File: src/rtl/forward_ctrl_if.sv
// Decode/forwarding bus between the pipeline decode stage and forward_ctrl.
// master drives decode fields; slave (forward_ctrl) returns mux selects and stall.
interface forward_ctrl_if #(
    parameter int unsigned REG_AW = 5
);
    logic              advance;
    logic              ex_valid;
    logic [REG_AW-1:0] ex_rd;
    logic              ex_regwrite;
    logic              ex_memread;
    logic [REG_AW-1:0] id_rn;
    logic [REG_AW-1:0] id_rm;
    logic [1:0]        sel_a;
    logic [1:0]        sel_b;
    logic              load_stall;

    modport master (
        output advance, ex_valid, ex_rd, ex_regwrite, ex_memread, id_rn, id_rm,
        input  sel_a, sel_b, load_stall
    );

    modport slave (
        input  advance, ex_valid, ex_rd, ex_regwrite, ex_memread, id_rn, id_rm,
        output sel_a, sel_b, load_stall
    );
endinterface

File: src/rtl/forward_ctrl.sv
// Operand-forwarding control: tracks the last three producers (EX/MEM/WB) and
// registers 4:1 operand mux selects. Optional load-use stall via FWD_LOAD_STALL_EN.
module forward_ctrl #(
    parameter int unsigned REG_AW   = 5,
    parameter int unsigned ZERO_REG = 31
) (
    input  logic            clk,
    input  logic            reset_n,
    forward_ctrl_if.slave   bus
);
    localparam logic [REG_AW-1:0] ZR = REG_AW'(ZERO_REG);

    typedef struct packed {
        logic              valid;
        logic [REG_AW-1:0] rd;
        logic              regwrite;
        logic              memread;
    } trk_t;

    trk_t       s1, s2, s3;
    trk_t       s1_next;
    logic [1:0] sel_a_q, sel_b_q;
    logic       stall_c;
    logic       unused_s3_memread;

    // Entry produces a value the consumer needs; the zero register never forwards.
    function automatic logic hit(input trk_t e, input logic [REG_AW-1:0] r);
        return e.valid && e.regwrite && (e.rd == r) && (r != ZR);
    endfunction

    // Youngest producer wins.
    function automatic logic [1:0] fwd_sel(input trk_t e1, input trk_t e2, input trk_t e3,
                                           input logic [REG_AW-1:0] r);
        if (hit(e1, r))      return 2'b01;
        else if (hit(e2, r)) return 2'b10;
        else if (hit(e3, r)) return 2'b11;
        else                 return 2'b00;
    endfunction

`ifdef FWD_LOAD_STALL_EN
    // A load still in EX cannot forward to the instruction right behind it.
    assign stall_c = reset_n && s1.memread &&
                     (hit(s1, bus.id_rn) || hit(s1, bus.id_rm));
`else
    assign stall_c = 1'b0;
`endif

    always_comb begin
        s1_next = '0;
        if (bus.ex_valid && !stall_c) begin
            s1_next.valid    = 1'b1;
            s1_next.rd       = bus.ex_rd;
            s1_next.regwrite = bus.ex_regwrite;
            s1_next.memread  = bus.ex_memread;
        end
    end

    always_ff @(posedge clk) begin
        if (!reset_n) begin
            s1      <= '0;
            s2      <= '0;
            s3      <= '0;
            sel_a_q <= 2'b00;
            sel_b_q <= 2'b00;
        end else if (bus.advance) begin
            s3      <= s2;
            s2      <= s1;
            s1      <= s1_next;
            sel_a_q <= stall_c ? 2'b00 : fwd_sel(s1, s2, s3, bus.id_rn);
            sel_b_q <= stall_c ? 2'b00 : fwd_sel(s1, s2, s3, bus.id_rm);
        end
    end

    assign bus.sel_a      = sel_a_q;
    assign bus.sel_b      = sel_b_q;
    assign bus.load_stall = stall_c;

    // The WB entry's load flag has no consumer once it retires.
    assign unused_s3_memread = s3.memread;
endmodule

File: src/flat_wrapper.sv
// flat-port wrapper written by rule: the top's interface ports become plain ports
module forward_ctrl_flat 
#(
    parameter int unsigned REG_AW   = 5,
    parameter int unsigned ZERO_REG = 31
)
  (clk, reset_n, bus_advance, bus_ex_valid, bus_ex_rd, bus_ex_regwrite, bus_ex_memread, bus_id_rn, bus_id_rm, bus_sel_a, bus_sel_b, bus_load_stall);
  forward_ctrl_if #(.REG_AW(REG_AW)) bus_i ();
  input  logic clk;
  input  logic reset_n;
  input wire logic [$bits(bus_i.advance)-1:0] bus_advance;
  input wire logic [$bits(bus_i.ex_valid)-1:0] bus_ex_valid;
  input wire logic [$bits(bus_i.ex_rd)-1:0] bus_ex_rd;
  input wire logic [$bits(bus_i.ex_regwrite)-1:0] bus_ex_regwrite;
  input wire logic [$bits(bus_i.ex_memread)-1:0] bus_ex_memread;
  input wire logic [$bits(bus_i.id_rn)-1:0] bus_id_rn;
  input wire logic [$bits(bus_i.id_rm)-1:0] bus_id_rm;
  output wire logic [$bits(bus_i.sel_a)-1:0] bus_sel_a;
  output wire logic [$bits(bus_i.sel_b)-1:0] bus_sel_b;
  output wire logic [$bits(bus_i.load_stall)-1:0] bus_load_stall;
  assign bus_i.advance = bus_advance;
  assign bus_i.ex_valid = bus_ex_valid;
  assign bus_i.ex_rd = bus_ex_rd;
  assign bus_i.ex_regwrite = bus_ex_regwrite;
  assign bus_i.ex_memread = bus_ex_memread;
  assign bus_i.id_rn = bus_id_rn;
  assign bus_i.id_rm = bus_id_rm;
  assign bus_sel_a = bus_i.sel_a;
  assign bus_sel_b = bus_i.sel_b;
  assign bus_load_stall = bus_i.load_stall;
  forward_ctrl #(.REG_AW(REG_AW), .ZERO_REG(ZERO_REG)) u_core (.clk(clk), .reset_n(reset_n), .bus(bus_i));
endmodule
File: config.mk
export PLATFORM = sky130hd
export DESIGN_NAME = forward_ctrl_flat
export DESIGN_NICKNAME = d
export VERILOG_FILES = /design/src/rtl/forward_ctrl_if.sv /design/src/rtl/forward_ctrl.sv /design/src/flat_wrapper.sv
export SDC_FILE = /design/constraint.sdc
export NUM_CORES = 1
export LEC_CHECK = 0
export CAP_MARGIN = 20
export CORE_ASPECT_RATIO = 0.6
export CORE_MARGIN = 10
export CORE_UTILIZATION = 55
export CTS_CLUSTER_SIZE = 14
export DETAILED_ROUTE_END_ITERATION = 10
export PLACE_DENSITY = 0.83
export SLEW_MARGIN = 5
export SYNTH_ARGS = -nofsm -noshare
export SYNTH_HDL_FRONTEND = slang
export SYNTH_SLANG_ARGS = --single-unit
File: constraint.sdc
create_clock -name clk -period 3.8 [get_ports clk]
set_clock_uncertainty 0.05 [all_clocks]
set_input_delay 0.57 -clock clk [delete_from_list [all_inputs] [get_ports clk]]
set_output_delay 0.57 -clock clk [all_outputs]
set_load 0.02 [all_outputs]
# == Word level (Yosys, flattened, before mapping) ==
# Cells that the tools add are included.
# totals
regBits,25
input_bits,21
out_inout_bits,5
# op_classes
n_eq_ne,8
mux,7
reduce_logical,15
# op_table
cell,count
$eq A5 B5 Y1,6
$logic_and A1 B1 Y1,15
$mux W2,6
$ne A5 B5 Y1 const B,2
$mux W8,1

# == Depth between registers and ports, before layout ==
# logic_depth
depth_word,6
mapped_depth,5

# == Worst setup path before layout ==
# Ideal clock, no wire load.
# synth_timing
kind,in2reg
startpoint,input port bus_id_rm[3]
endpoint,"register u_core.sel_b_q[0], in the netlist u_core.bus.sel_b[0]"
t_arrival_ns,1.558
slack_ns,2.073
cell_stages,4
n_path_buf,0
path_cell_list,xor2_1 > or4_1 > nor4b_1 > o221a_1
# synth_via
elab_chain_len,6
word_cells_on_any_way,13
# synth_lines
item,line,rtl
start: declaration,flat_wrapper.sv:17,input wire logic [$bits(bus_i.id_rm)-1:0] bus_id_rm;
$eq A5 B5 Y1,forward_ctrl.sv:28,return e.valid && e.regwrite && (e.rd == r) && (r != ZR);
$logic_and A1 B1 Y1 (2 in a row),forward_ctrl.sv:28,
$mux W2,forward_ctrl.sv:36,"else if (hit(e3, r)) return 2'b11;"
$mux W2,forward_ctrl.sv:35,"else if (hit(e2, r)) return 2'b10;"
$mux W2 *,forward_ctrl.sv:34,"if (hit(e1, r)) return 2'b01;"
end signal: assignment,forward_ctrl.sv:70,"sel_b_q <= stall_c ? 2'b00 : fwd_sel(s1, s2, s3, bus.id_rm);"
end: declaration,forward_ctrl.sv:22,"logic [1:0] sel_a_q, sel_b_q;"
# Every way passes the cells marked *; elsewhere a longest branch is shown, timed or not.
# A chain may end at the register's enable or synchronous reset.

# == Worst setup path after layout ==
# layout_timing
startpoint,input port bus_id_rm[4]
endpoint,"register u_core.sel_b_q[0], in the netlist u_core.bus.sel_b[0]"
# The elaborated chain is that of the path after synthesis.

==> results <==
- Compared with the post-synthesis result, the final layout area differs by 21.8%.
- In the final routed layout, each cell accounts on average for ~16 µm.
- The floorplan die width is 83.9 µm.
- The number of antenna diodes in the final layout is 0.
- The cell-internal power is 388 µW.
- The worst path uses between 50% and 60% of the clock period.
- Synthesis produced a netlist with a net count of about 160.
- The total count of hold-check failures in the final report was 0.
- Net switching is 24.8% of the power.
- The number of buffers added by the clock tree synthesis step is 3.
- The number of DRC markers in iteration 0 is 58.
- The synthesized netlist contains 30 unique library cells.
- Synthesis produced between 100 and 150 cells.
- Of all nets on the critical path, the largest fanout is 4.
- At the end of routability-driven placement, the weighted congestion stood at 0.834.
- Sorting the synthesized cells by area gives the leading types as sky130_fd_sc_hd__dfxtp_1, sky130_fd_sc_hd__xnor2_1, sky130_fd_sc_hd__mux2i_1.
- The area of the die is around 5000 µm².
- The quantity of hold-fixing buffers added after cts is 0.
- The via count of the first global-routing pass came to around 1000.
- In this run, post-CTS repair resized a total of 0 instances.
- The count of pins on the block boundary is 26.
- Summed over all nets, the half-perimeter wirelength after detailed placement is ~2400 µm.
- The largest net degree at the start of global routing is 28.
- The mean post-synth cell area is 9.49 µm².
- The class of the worst hold path is reg -> reg.
- The count of warnings emitted by yosys is 0.
- Setup repair after global routing left no endpoint under its margin.
- Among all stages on the critical path, the largest delay is contributed by sky130_fd_sc_hd__clkdlybuf4s50_1.
- In this run the clock root is driven by a sky130_fd_sc_hd__clkbuf_8.
- Once placement completed, the tool counted placed cells totaling 190.
- The area used by multi-input combinational logic is 816 µm².
- The critical path in this run is classified as in -> reg.
- The clock network burns 30.4% of the power.
- Data on the critical path arrives at its endpoint at 2.27 ns.
- Across the run, the number of max-cap violations was 0.
- The maximum number of buffers from clock root to sink is 2.
- The total standard cell area after synthesis is between 1000 and 1500 µm².
- The pin slew with the least headroom to its limit is about 0.74 ns.
- For this run the aggregate overflow at the end of global routing stands at 0.
- The area used by sequential logic in the layout is approximately 500 µm².
- Data on the critical path is required at its endpoint by 3.91 ns.
- The area of the core region is 2240 µm².
- The endpoint type of the worst setup path is a register.
- Counting both buffers and inverters, the worst setup path holds a total of 1.
- Timing would allow up to 465 MHz.
- The total DRC errors in the routed layout is 0.
- Summed over its instances, the top area cell type makes up 37.1% of the synthesized netlist area.
- The length of the first detailed-routing pass in iterations is 4.
- The number of non-filler instances in the completed layout is 194.
- Sequential cells were found to cover 37.1% of the synthesized design area.
- Walking the worst path, the cells encountered are clkdlybuf4s50_1, xnor2_1, nand4_1, or4_1, nor4b_1, o221a_1.
- The number of sinks handled by clock tree synthesis is 25.
- Adding up every negative setup slack in the final design gives 0 ns.
- The clock reaches the later pin of the worst-skew pair after 0.27 ns.
- Measured against its own limit, the worst slew margin works out to 50.5%.
- The largest single stage delay on the critical path is 0.58 ns.
- After clock tree synthesis, the setup repair step added 0 buffers.
- The number of nets with antenna violations after routing is 0.
- The total routed wirelength is 3120 µm.
- The number of placement rows is 13.
- The initial antenna violation count was 0.
- The leakage dissipation is 0.564 nW.
- The clock-pin slew on the worst setup and hold paths is 0.09 ns.
- The wire length of the first global-routing pass is between 5000 and 6000 µm.
- The count of buffers added on input and output ports is 23.
- Grouping stages by cell kind, the critical path spends the most delay in simple AND/OR/NAND/NOR gates.
- The cell type with the largest total area after synthesis is sky130_fd_sc_hd__dfxtp_1.
- Using the TritonRoute via totals, the vias-per-cell ratio works out to 5.49.
- The worst setup path is launched from a primary input.
- VDD sags by at most between 0.0003 and 0.0004 V.
- Dividing total power by cell area gives a power density of between 300 and 400 nW/µm².
- The number of filler cells placed in the layout is 170.
- The routed layout has 1066 vias.
- The TritonCTS clock tree is built.
- The post-layout net count is 186.
- Setup violations remaining at the end of the flow were counted as 0.
- The run finished with clean final reports.
- The post-layout minimum cycle time is 2.15 ns.
- CTS built an H-tree with a depth of 1.
- Summed over all nets, the switching power comes to between 100 and 150 µW.
- The die is 58.3 µm tall.
- In this run, the combinational gates consume roughly 16% of the power.
- Across every metal layer, demand over resource in global routing totals about an eighth.
- Registers are responsible for 53.4% of the overall power.
- The number of slew-limit violations in the final report is 0.
- The fraction of final layout cells sized beyond drive strength 1 is 4.27%.
- The initial core utilization is approximately three fifths.
- After synthesis the netlist holds a flip-flop and latch count of 25.
==> cell families (layout without fill, tap and decap cells) <==
logic type | Yosys count | in the layout | synth area share (%)
compound gates | 18 | 18 | 10.2
xor+xnor | 30 | 30 | 19.5
buf+inv | 7 | 29 | 2.32
flops | 25 | 25 | 37.1
mux | 14 | 14 | 10.4
other cells | 1 | 1 | 0.278
simple gates | 47 | 47 | 20.1
==> layer usage <==
layer,track usage (%),part of all wire [%]
met5,0,0
met4,1.43,0.42
met3,4.40,6.5
met2,19.0,43
met1,17.0,50
==> final cells by class <==
type | instances | area share [%]
Multi-Input combinational cell | 110 | 49.7
Sequential cell | 25 | 30.5
Timing Repair Buffer | 24 | 14.5
Clock buffer | 3 | 2.52
Tap cell | 30 | 2.29
Clock inverter | 1 | 0.305
Inverter | 1 | 0.229
==> Yosys cell counts (all sizes together) <==
cell type  number
o21ai           2
a21oi           2
nor2            3
nor4            1
nor3            1
conb            1
o31ai           2
buf             3
clkbuf          3
nand2           5
nor4b           1
nor2b          22
dfxtp          25
xor2            6
a22oi           6
nand4           5
clkinv          1
or4             1
xnor2          24
a2111oi         1
o311ai          2
and2            2
o221a           2
mux2i          14
o31a            1
nand3           6
==> cell usage in the layout (no fill, tap or decap), types with 3 or more instances in the layout <==
master,synthesis,routed
sky130_fd_sc_hd__clkbuf_8,0,3
sky130_fd_sc_hd__dfxtp_1,25,25
sky130_fd_sc_hd__nand3_1,6,6
sky130_fd_sc_hd__mux2i_1,14,14
sky130_fd_sc_hd__nand2_1,5,5
sky130_fd_sc_hd__clkdlybuf4s50_1,0,23
sky130_fd_sc_hd__a22oi_1,6,6
sky130_fd_sc_hd__nand4_1,5,5
sky130_fd_sc_hd__xor2_1,6,6
sky130_fd_sc_hd__nor2b_1,22,22
sky130_fd_sc_hd__xnor2_1,24,24
==> sequential cells by signal, indices dropped and copies added (netlist names) <==
signal,cells
u_core.s1,7
u_core.s2,7
u_core.s3,7
u_core.bus.sel_a,2
u_core.bus.sel_b,2
==> stage by stage <==
step                hold slack, ns  setup WS [ns]  power, mW  instance area (µm²)  utilization, %
detailed placement           0.425           1.38      0.365                 1600            71.1
CTS                          0.438           1.66      0.520                 1640            73.1
global route                 0.457           1.62      0.535                 1640            73.1
global placement             0.417           1.44      0.362                 1600            71.1
finish                       0.436           1.65      0.516                 1640            73.1
floorplan                    0.447           2.07      0.327                 1350               -
==> power groups by stage <==
stage | Clock [mW] | Sequential, mW | Combinational, mW
6_report | 0.157 | 0.276 | 0.0835
3_3_place_gp | 0 | 0.281 | 0.0805
3_5_place_dp | 0 | 0.282 | 0.0831
2_1_floorplan | 0 | 0.281 | 0.0468
4_1_cts | 0.161 | 0.276 | 0.0835
5_1_grt | 0.168 | 0.277 | 0.0904
==> final timing paths <==
kind                         endpoint           startpoint  slack [ns]  cells after the start
setup / recovery  u_core.bus.sel_b[0]         bus_id_rm[4]        1.65                      6
setup reg to reg  u_core.bus.sel_b[0]         u_core.s2[6]        2.09                      5
hold reg to reg   u_core.bus.sel_b[1]  u_core.bus.sel_b[1]        0.44                      2
hold / removal    u_core.bus.sel_b[1]  u_core.bus.sel_b[1]        0.44                      2
==> tightest hold or removal path: stages, from the launching register on <==
cell                      delay [ns]
sky130_fd_sc_hd__dfxtp_1        0.32
sky130_fd_sc_hd__nand3_1        0.07
sky130_fd_sc_hd__o21ai_1        0.06
(Power assumes the default switching activity.)
